$ cat src/rtl/minmax_seq.sv
// Sequential min/max tracker: captures a frame of unsigned 8-bit samples and
// reports the largest, smallest and their difference with a one-cycle done pulse.
module minmax_seq #(
   parameter int CNT_W = 8
) (
   input  logic             clk,
   input  logic             rst,
   input  logic             start,
   input  logic [CNT_W-1:0] len,
   input  logic             abort,
   input  logic             in_valid,
   input  logic [7:0]       in_data,
   output logic             in_ready,
   output logic             busy,
   output logic             done,
   output logic [7:0]       max,
   output logic [7:0]       min,
   output logic [7:0]       diff,
   output logic [CNT_W-1:0] count
);

   typedef enum logic [1:0] {
      IDLE,
      RUN,
      DONE
   } state_t;

   state_t           state_q;
   logic [CNT_W-1:0] len_q;
   logic [CNT_W-1:0] count_q;
   logic [CNT_W-1:0] count_d;
   logic [7:0]       runMax_q;
   logic [7:0]       runMin_q;
   logic [7:0]       runMax_d;
   logic [7:0]       runMin_d;
   logic [7:0]       max_q;
   logic [7:0]       min_q;
   logic [7:0]       diff_q;
   logic             accept;

   // Abort beats a coincident sample, so the sample never reaches the trackers.
   always_comb begin
      accept   = (state_q == RUN) && in_valid && !abort;
      runMax_d = (in_data > runMax_q) ? in_data : runMax_q;
      runMin_d = (in_data < runMin_q) ? in_data : runMin_q;
      count_d  = count_q + CNT_W'(1);
   end

   always_ff @(posedge clk or posedge rst) begin
      if (rst) begin
         state_q  <= IDLE;
         len_q    <= '0;
         count_q  <= '0;
         runMax_q <= 8'h00;
         runMin_q <= 8'hFF;
         max_q    <= 8'h00;
         min_q    <= 8'h00;
         diff_q   <= 8'h00;
      end else begin
         case (state_q)
            IDLE: begin
               if (start) begin
                  count_q <= '0;
                  if (len != '0) begin
                     state_q  <= RUN;
                     len_q    <= len;
                     runMax_q <= 8'h00;
                     runMin_q <= 8'hFF;
                  end else begin
                     state_q <= DONE;
                     max_q   <= 8'h00;
                     min_q   <= 8'h00;
                     diff_q  <= 8'h00;
                  end
               end
            end
            RUN: begin
               if (abort) begin
                  state_q <= IDLE;
               end else if (accept) begin
                  runMax_q <= runMax_d;
                  runMin_q <= runMin_d;
                  count_q  <= count_d;
                  // count never exceeds len, so count_d cannot wrap here.
                  if (count_d == len_q) begin
                     state_q <= DONE;
                     max_q   <= runMax_d;
                     min_q   <= runMin_d;
                     diff_q  <= runMax_d - runMin_d;
                  end
               end
            end
            DONE: begin
               state_q <= IDLE;
            end
            default: begin
               state_q <= IDLE;
            end
         endcase
      end
   end

   assign in_ready = (state_q == RUN);
   assign busy     = (state_q == RUN) || (state_q == DONE);
   assign done     = (state_q == DONE);
   assign max      = max_q;
   assign min      = min_q;
   assign diff     = diff_q;
   assign count    = count_q;

endmodule

$ cat config.mk
export PLATFORM = sky130hd
export DESIGN_NAME = minmax_seq
export DESIGN_NICKNAME = d
export VERILOG_FILES = /design/src/rtl/minmax_seq.sv
export SDC_FILE = /design/constraint.sdc
export NUM_CORES = 1
export LEC_CHECK = 0
export CELL_PAD_IN_SITES_DETAIL_PLACEMENT = 1
export CELL_PAD_IN_SITES_GLOBAL_PLACEMENT = 2
export CORE_MARGIN = 3
export CORE_UTILIZATION = 34
export DETAILED_ROUTE_END_ITERATION = 7
export PLACE_DENSITY = 0.86
export RECOVER_POWER = 100
export SLEW_MARGIN = 0
export SYNTH_ARGS = -nofsm -noshare
export SYNTH_HDL_FRONTEND = slang
export SYNTH_SLANG_ARGS = --single-unit
export TNS_END_PERCENT = 100
$ cat constraint.sdc
create_clock -name clk -period 4.95 [get_ports clk]
set_input_delay 0.495 -clock clk [delete_from_list [all_inputs] [get_ports clk]]
set_output_delay 0.495 -clock clk [all_outputs]
set_load 0.01 [all_outputs]
== Yosys cells after proc, flatten, opt, wreduce, memory -nomap -nowiden ==
Cells that the tools add are included.

* Output and inout port bits: 35
* Logic and storage cells: 71
* Flip-flop bits (word level): 58
* Bits of input ports: 21

* Order comparisons: 2
* Eq/ne operators: 11
* Reduce and logical (&&, ||, !) cells: 12
* Mux-type cells: 36
* $add $sub $neg: 2

{| class="wikitable"
|+ Operators with widths
! operator !! count
|-
| two-way mux 8 bit || 24
|-
| case mux 8 bit (2 select lines) || 6
|-
| two-way mux 2 bit || 5
|-
| adder 8 x 1 -> 8 bit, second input constant || 1
|-
| equality test 8 bit || 1
|-
| greater-than comparator 8 bit || 1
|-
| less-than comparator 8 bit || 1
|-
| != test 2 bit, second input constant || 4
|-
| nonzero test 8 bit || 1
|-
| subtractor 8 bit || 1
|-
| != test 3 x 2 -> 1 bit, second input constant || 2
|-
| AND reduction 3 bit || 2
|-
| AND reduction 6 bit || 1
|-
| AND reduction 5 bit || 1
|-
| != test 2 x 1 -> 1 bit, second input constant || 2
|-
| case mux 2 bit (2 select lines) || 1
|-
| AND reduction 4 bit || 1
|-
| equality test 2 x 1 -> 1 bit, second input constant || 1
|-
| equality test 2 bit, second input constant || 1
|-
| logical AND 1 bit || 2
|-
| logical NOT 2 bit || 1
|-
| nonzero test 2 bit || 1
|-
| logical NOT 1 bit || 1
|-
| logical OR 1 bit || 1
|}

== Depth between registers and ports, before layout ==
Gate-level depths: netlist of run 1.

* Depth in word-level cells: 7
* Gate-level depth with buffers: 17
* Depth with buffers taken out: 16

== Worst setup path after synthesis of run 1 ==
No wires, ideal clock.

* Kind: reg2reg
* From: register runMin_q[3]
* To: register diff_q[6], in the netlist diff[6]
* Stages on the path, launching flop included: 18
* Setup time: 92 ps
* Path slack: 1371 ps
* Data arrival time: 3486 ps
* Path buffers: 1
* Data required time: 4858 ps
* Period minus slack after synthesis: 3579 ps
* Path through: dfstp_2 -> inv_1 -> ha_1 -> a211oi_1 -> o21ai_1 -> a211oi_2 -> buf_2 -> mux2i_1 -> inv_1 -> ha_1 -> fa_1 -> nor2b_1 -> o21a_1 -> nor2_1 -> o21bai_1 -> a21oi_1 -> xor2_1 -> o31ai_2

* Longest elaborated chain between the ends: 7

{| class="wikitable"
|+ RTL lines
! what !! RTL line !! RTL
|-
| start, declared || 33 || <nowiki>logic [7:0] runMin_q;</nowiki>
|-
| start signal, assigned || 82 || <nowiki>runMin_q <= runMin_d;</nowiki>
|-
| less-than comparator 8 bit || 45 || <nowiki>runMin_d = (in_data < runMin_q) ? in_data : runMin_q;</nowiki>
|-
| two-way mux 8 bit * || 45 ||
|-
| subtractor 8 bit * || 89 || <nowiki>diff_q <= runMax_d - runMin_d;</nowiki>
|-
| two-way mux 8 bit * || 85 || <nowiki>if (count_d == len_q) begin</nowiki>
|-
| two-way mux 8 bit * || 80 || <nowiki>end else if (accept) begin</nowiki>
|-
| two-way mux 8 bit * || 78 || <nowiki>if (abort) begin</nowiki>
|-
| case mux 8 bit (2 select lines) * || 60 || <nowiki>case (state_q)</nowiki>
|-
| end signal, assigned || 89 ||
|-
| end, declared || 38 || <nowiki>logic [7:0] diff_q;</nowiki>
|}

Mark *: on every way between the ends. The rest lies on a longest branch, timed or not. The select of a mux whose other input is x is not followed.
A chain may end at the register's enable or synchronous reset.

== Final worst setup path of run 1 ==
* From: input in_data[1]
* To: register diff_q[7], in the netlist diff[7]

* Longest elaborated chain between the ends: 7
* Elaborated cells between the ends (all ways): 9
* Those cells by class: 1 x add/sub; 2 x order compare; 6 x mux

{| class="wikitable"
|+ RTL lines
! what !! RTL line !! RTL
|-
| start, declared || 12 || <nowiki>input logic [7:0] in_data,</nowiki>
|-
| greater-than comparator 8 bit / less-than comparator 8 bit (equally long branches) || 44, 45 ||
|-
| two-way mux 8 bit (on tied branches) || 44, 45 ||
|-
| subtractor 8 bit * || 89 ||
|-
| two-way mux 8 bit * || 85 ||
|-
| two-way mux 8 bit * || 80 ||
|-
| two-way mux 8 bit * || 78 ||
|-
| case mux 8 bit (2 select lines) * || 60 ||
|}

Marked as above.

==> results of run 1 <==
## routing by layer
layer,vias to the layer above,global-route usage [%],wire length (um)
met4,0,5.05,118
met2,48,27.8,4300
met1,1395,22.2,4320
li1,1373,-,-
met3,11,4.12,342
met5,-,0,0
## tightest hold or removal path, stage by stage, from the launching register on
cell,delay [ns]
dfrtp_1,0.34
nand2_1,0.05
o31ai_1,0.05
## registers in the layout (all words and copies together), names as in the netlist
register  count
len_q         8
runMin_q      8
runMax_q      8
state_q       2
min           8
diff          8
count         8
max           8
## power by group through the flow
stage	sequential (mW)	clock, mW	combinational (mW)
after floorplan	0.791	0	0.986
after global placement	0.777	0	1.42
after detailed placement	0.786	0	1.46
after CTS	0.778	0.506	1.47
after global routing	0.800	0.530	1.51
final	0.771	0.490	1.35
## layout by cell type, fill, tap and decap left out, types with 4 or more instances in the layout
master and count:
xor2_1 5, nand3_1 7, nor2_1 32, mux2_2 12
xnor2_1 8, o31ai_1 13, o31ai_2 7, inv_1 29
nor4_1 4, o21ai_0 13, clkbuf_8 10, a21oi_1 30
mux2i_1 8, dfstp_2 8, nand2_1 34, dlygate4sd3_1 37
nor2b_1 6, o22ai_1 6, clkdlybuf4s50_1 18, ha_1 27
dfrtp_1 50
## worst paths after layout
| path | end | slack (ns) |
|---|---|---|
| setup reg to reg | diff[7] | 0.96 |
| max in group asynchronous | state_q[0] | 1.24 |
| hold / removal | min[2] | 0.48 |
| setup / recovery | diff[7] | 0.70 |
| hold reg to reg | min[2] | 0.48 |
| min in group asynchronous | count[5] | 1.87 |
## through the flow
step / util, % / worst slack, ns
floorplan: - / 1.37
global placement: 42.5 / 0.709
detailed placement: 42.5 / 0.611
CTS: 44.7 / 0.947
global route: 43.8 / 0.364
finish: 43.8 / 0.700
## cells by family (layout without fill, tap and decap cells)
logic type	after synthesis	after routing
compound gates	89	89
xor+xnor	14	14
fa+ha+maj	28	28
buf+inv	41	105
flops	58	58
mux	23	23
simple gates	103	103
## area by class of cell
| class | instances | share of cell area [%] |
|---|---|---|
| clock buffers | 12 | 3.32 |
| repair buffers | 59 | 13.1 |
| multi-input cells | 257 | 42.1 |
| inverters | 30 | 2.57 |
| flip-flops and latches | 58 | 33.4 |
| well taps | 133 | 3.80 |
| clock inverters | 4 | 1.71 |
==> flow_summary.ini, run 1 <==
[synthesis]
synth-adder-area-share_pct = 10.0
yosysUniqueCellTypes = 55
yosysWarnings = 0
yosys.area.top_type = dfrtp_1
yosys.area_share.simple_pct = 14.4
muxShareOfSynthArea_pct = 6.99
synth-async-reset-ratio_pct = 100
synthCells = 356
synth.avg_cell_area_sq_um = 10.0
synth_compound_area_share_pct = 18.7
ys_seq_area_share_pct = 41.0
synth-xor-area-share_pct = 3.86
ys_top_cells_by_count = dfrtp_1, nand2_1, nor2_1
post-synth-top-count-cell = dfrtp_1
yosysTopAreaCellShare_pct = 35.1
synthFlopType = dfrtp_1
synth_edf_count = 0
synth_area_leaders = dfrtp_1, ha_1, dfstp_2
synth_top_family_by_area = compound AO/OA/AOI/OAI gates
ys_ff_latch = 58
syn_area_sq_um = 3560
syn_nets = 405

[run_status]
status = finished, violations left
violations = capacitance limit, slew limit

[layout]
final_nets = 464
stdcell_area_sq_um = 4380
multi_input_area_sq_um = 1840
area_delta_synth_final_pct = 22.9
fin_cells = 553
n_fill_cell = 1139
register_area_sq_um = 1460
diodes = 0
drive_gt1_share_pct = 11.7

[floorplanning]
core_area_sq_um = 10000
die_y_um = 108
dieArea_sq_um = 11700
die_w_um = 108
rows = 36
initial_core_util_pct = 35.6
io_pins = 56

[critical_path]
path_buf_inv = 2
cp_top_family = compound AO/OA/AOI/OAI gates
cp-end-kind = flip-flop
cp_max_fo = 7
cpPeakStageDelay_ns = 0.72
cp.depth = 15
startpoint = in_data[1]
cp_cell_sequence = clkdlybuf4s50_1 > ha_1 > nor2b_1 > o211ai_1 > a21oi_1 > o22ai_1 > mux2i_1 > inv_1 > ha_1 > a21o_1 > a21oi_1 > o21ai_0 > o41ai_1 > xor3_1 > o21ai_1
cp_slowest_cell = o22ai_1
cp_data_required_time_ns = 5.21
arrival_ns = 4.51
r2r_cells = 15
worstSetupStartpointType = input pin
r2r-start = runMax_q[1]
path_class = input pin to flip-flop

[clock_tree]
clkTransAtPathRegs_ns = 0.07
cts_buffers = 9
post_cts_resized = 0
cts.sinks = 58
clockBufferDepth = 2
cts-htree-levels = 3
cts_tree = yes
cts_hold_buf = 0
worstSkewPairLatency_ns = 0.34
post_cts_buffers = 0
cts_root_buf = clkbuf_8

[detailed_routing]
drtIter0Drc = 88
wl_per_cell_um = 16.4
totalWireLength_mm = 9.09
first_pass_iters = 4
antenna_left = 0
via_per_inst = 5.11
vias = 2827
drc = 0

[global_routing]
grt_pass1_vias = 3125
overflow = 0
antenna_found_initial = 0
grt_pass1_wl_mm = 15.5
grt_use_total_pct = 16.9
grt_max_degree = 59

[sta]
whs_ns = 0.480
fin_crit_sh_pct = 85.9
report.final.hold_viol_count = 0
rsz0062_at_grt = no
worst_pin_slew_ns = 3.29
fin_crit_ns = 4.25
finClkSkew_ns = 0.00992
finalSetupTns_ns = 0
slew_violations = 59
relSlewSlack_pct = -120
finalSetupViolCount = 0
timing.fmax_mhz = 235

[pwr]
total_power_mw = 2.61
p_leak_nw = 2.07
p_clk_share_pct = 18.8
p_comb_share_pct = 51.7
vdd_drop_max_uv = 275
p_switching_mw = 1.06
internal-power_mw = 1.54
sequentialPowerShare_pct = 29.5
sw_frac_of_total_pct = 40.8
powerDensity_nw_per_um2 = 596

[placed_design]
placed_area_sq_um = 4250
hpwlAfterDp_mm = 6.96
io_buffers = 55
dp_cells = 537
gp_congestion = 0.817

[worst_hold_path]
hold_depth = 2
hold_class = flip-flop to flip-flop
holdCritStartpoint = min[2]

[run]
drv_cap = 1
Note: power is estimated with default switching activity, not from simulation.
==> inputs of run 2 (changes only) <==
--- a/config.mk
+++ b/config.mk
@@ -8,9 +8,9 @@
 export CELL_PAD_IN_SITES_DETAIL_PLACEMENT = 1
 export CELL_PAD_IN_SITES_GLOBAL_PLACEMENT = 2
 export CORE_MARGIN = 3
-export CORE_UTILIZATION = 34
+export CORE_UTILIZATION = 37
 export DETAILED_ROUTE_END_ITERATION = 7
-export PLACE_DENSITY = 0.86
+export PLACE_DENSITY = 0.92
 export RECOVER_POWER = 100
 export SLEW_MARGIN = 0
 export SYNTH_ARGS = -nofsm -noshare
==> constraint.sdc (replaced) <==
create_clock -name clk -period 5.3 [get_ports clk]
set_input_delay 0.53 -clock clk [delete_from_list [all_inputs] [get_ports clk]]
set_output_delay 0.53 -clock clk [all_outputs]
set_load 0.01 [all_outputs]
==> flow_summary.ini, run 2 (synthesis gave the netlist of run 1 again) <==
[run_status]
status = finished, violations left
violations = capacitance limit, slew limit

[pwr]
internal-power_mw = 1.46
p_leak_nw = 2.09
p_comb_share_pct = 51.7
vdd_drop_max_uv = 295
total_power_mw = 2.47
sequentialPowerShare_pct = 29.1
p_switching_mw = 1.01
powerDensity_nw_per_um2 = 562
p_clk_share_pct = 19.3
sw_frac_of_total_pct = 41.0

[clock_tree]
cts_hold_buf = 0
cts.sinks = 58
post_cts_resized = 0
clkTransAtPathRegs_ns = 0.07
cts_tree = yes
cts-htree-levels = 3
cts_root_buf = clkbuf_8
clockBufferDepth = 2
cts_buffers = 9
post_cts_buffers = 0
worstSkewPairLatency_ns = 0.35

[floorplanning]
io_pins = 56
initial_core_util_pct = 38.4
die_y_um = 104
core_area_sq_um = 9280
rows = 35
dieArea_sq_um = 10800
die_w_um = 104

[run]
drv_cap = 1

[detailed_routing]
totalWireLength_mm = 9.05
drc = 0
wl_per_cell_um = 16.5
vias = 2836
first_pass_iters = 4
via_per_inst = 5.18
antenna_left = 0
drtIter0Drc = 102

[layout]
final_nets = 463
diodes = 0
fin_cells = 548
final_cell_mix = dfrtp_1, dlygate4sd3_1, nand2_1
layout.cells.most_common = dfrtp_1
n_fill_cell = 1064
drive_gt1_share_pct = 12.4
stdcell_area_sq_um = 4390
utilization_pct = 47.3
area_delta_synth_final_pct = 23.2

[placed_design]
gp_congestion = 0.829
hpwlAfterDp_mm = 6.78
placed_area_sq_um = 4230
pre_cts_ws_ns = 0.693
dp_cells = 532
io_buffers = 55

[global_routing]
grt_pass1_wl_mm = 15.5
grt_use_total_pct = 17.7
grt_max_degree = 59
grt_pass1_vias = 3059
antenna_found_initial = 0
overflow = 0

[critical_path]
cp-end-kind = flip-flop
cp_slowest_cell = a211oi_1
cp_max_fo = 9
path_buf_inv = 2
cp_data_required_time_ns = 5.57
worstSetupStartpointType = input pin
arrival_ns = 4.79
cp_top_family = compound AO/OA/AOI/OAI gates
r2r-start = runMin_q[3]
path_class = input pin to flip-flop
cp_cell_sequence = clkdlybuf4s50_1 > ha_1 > a211oi_1 > o21ai_0 > a211oi_1 > buf_4 > nor2_1 > a21oi_1 > ha_1 > a21o_1 > a21oi_1 > o21ai_0 > o41ai_1 > xor3_1 > o21ai_1
cpPeakStageDelay_ns = 0.60
startpoint = in_data[3]

[sta]
slew_violations = 59
report.final.hold_viol_count = 0
rsz0062_at_grt = no
finClkSkew_ns = 0.0109
finalWorstSetupSlack_ns = 0.771
timing.fmax_mhz = 221
relSlewSlack_pct = -112
whs_ns = 0.478
fin_crit_sh_pct = 85.4
finalSetupViolCount = 0
worst_pin_slew_ns = 3.18
finalSetupTns_ns = 0
fin_crit_ns = 4.53

[worst_hold_path]
hold_class = flip-flop to flip-flop
holdCritStartpoint = diff[3]
==> run 2: final timing paths <==
path	to	slack (ns)	depth (start not counted)
hold reg to reg	diff[3]	0.48	2
min in group asynchronous	count[5]	1.84	3
setup / recovery	diff[7]	0.77	15
hold / removal	diff[3]	0.48	2
setup reg to reg	diff[7]	0.94	15
max in group asynchronous	len_q[0]	1.66	3
==> run 2: area by class of cell <==
class | count | area, sq um | area share [%]
Multi-Input combinational cell | 257 | 1860 | 42.3
Sequential cell | 58 | 1460 | 33.3
Timing Repair Buffer | 58 | 567 | 12.9
Tap cell | 129 | 161 | 3.68
Clock buffer | 12 | 155 | 3.53
Inverter | 30 | 113 | 2.56
Clock inverter | 4 | 73.8 | 1.68
==> run 2: tightest hold or removal path, cell delays in order (launching register included) <==
cell and delay (ns):
dfrtp_1 0.34, nand2_1 0.05, o31ai_1 0.05
==> run 2: power groups by stage <==
stage / clock network [mW] / registers, mW / logic [mW]
6_report: 0.475 / 0.717 / 1.28
5_1_grt: 0.507 / 0.743 / 1.42
4_1_cts: 0.482 / 0.724 / 1.38
3_5_place_dp: 0 / 0.732 / 1.36
3_3_place_gp: 0 / 0.723 / 1.32
2_1_floorplan: 0 / 0.739 / 0.921
==> run 2: routing by layer <==
layer	track usage [%]	routed length [um]
met1	21.7	4090
met2	31.1	4600
met3	4.59	298
met4	4.37	63
met5	0	0
==> inputs of run 3 (changes only) <==
--- a/config.mk
+++ b/config.mk
@@ -5,6 +5,7 @@
 export SDC_FILE = /design/constraint.sdc
 export NUM_CORES = 1
 export LEC_CHECK = 0
+export ABC_CLOCK_PERIOD_IN_PS = 5300
 export CELL_PAD_IN_SITES_DETAIL_PLACEMENT = 1
 export CELL_PAD_IN_SITES_GLOBAL_PLACEMENT = 2
 export CORE_MARGIN = 3
==> results of run 3 <==
Same layout as run 2: the final DEF is identical, and so are final timing and power.
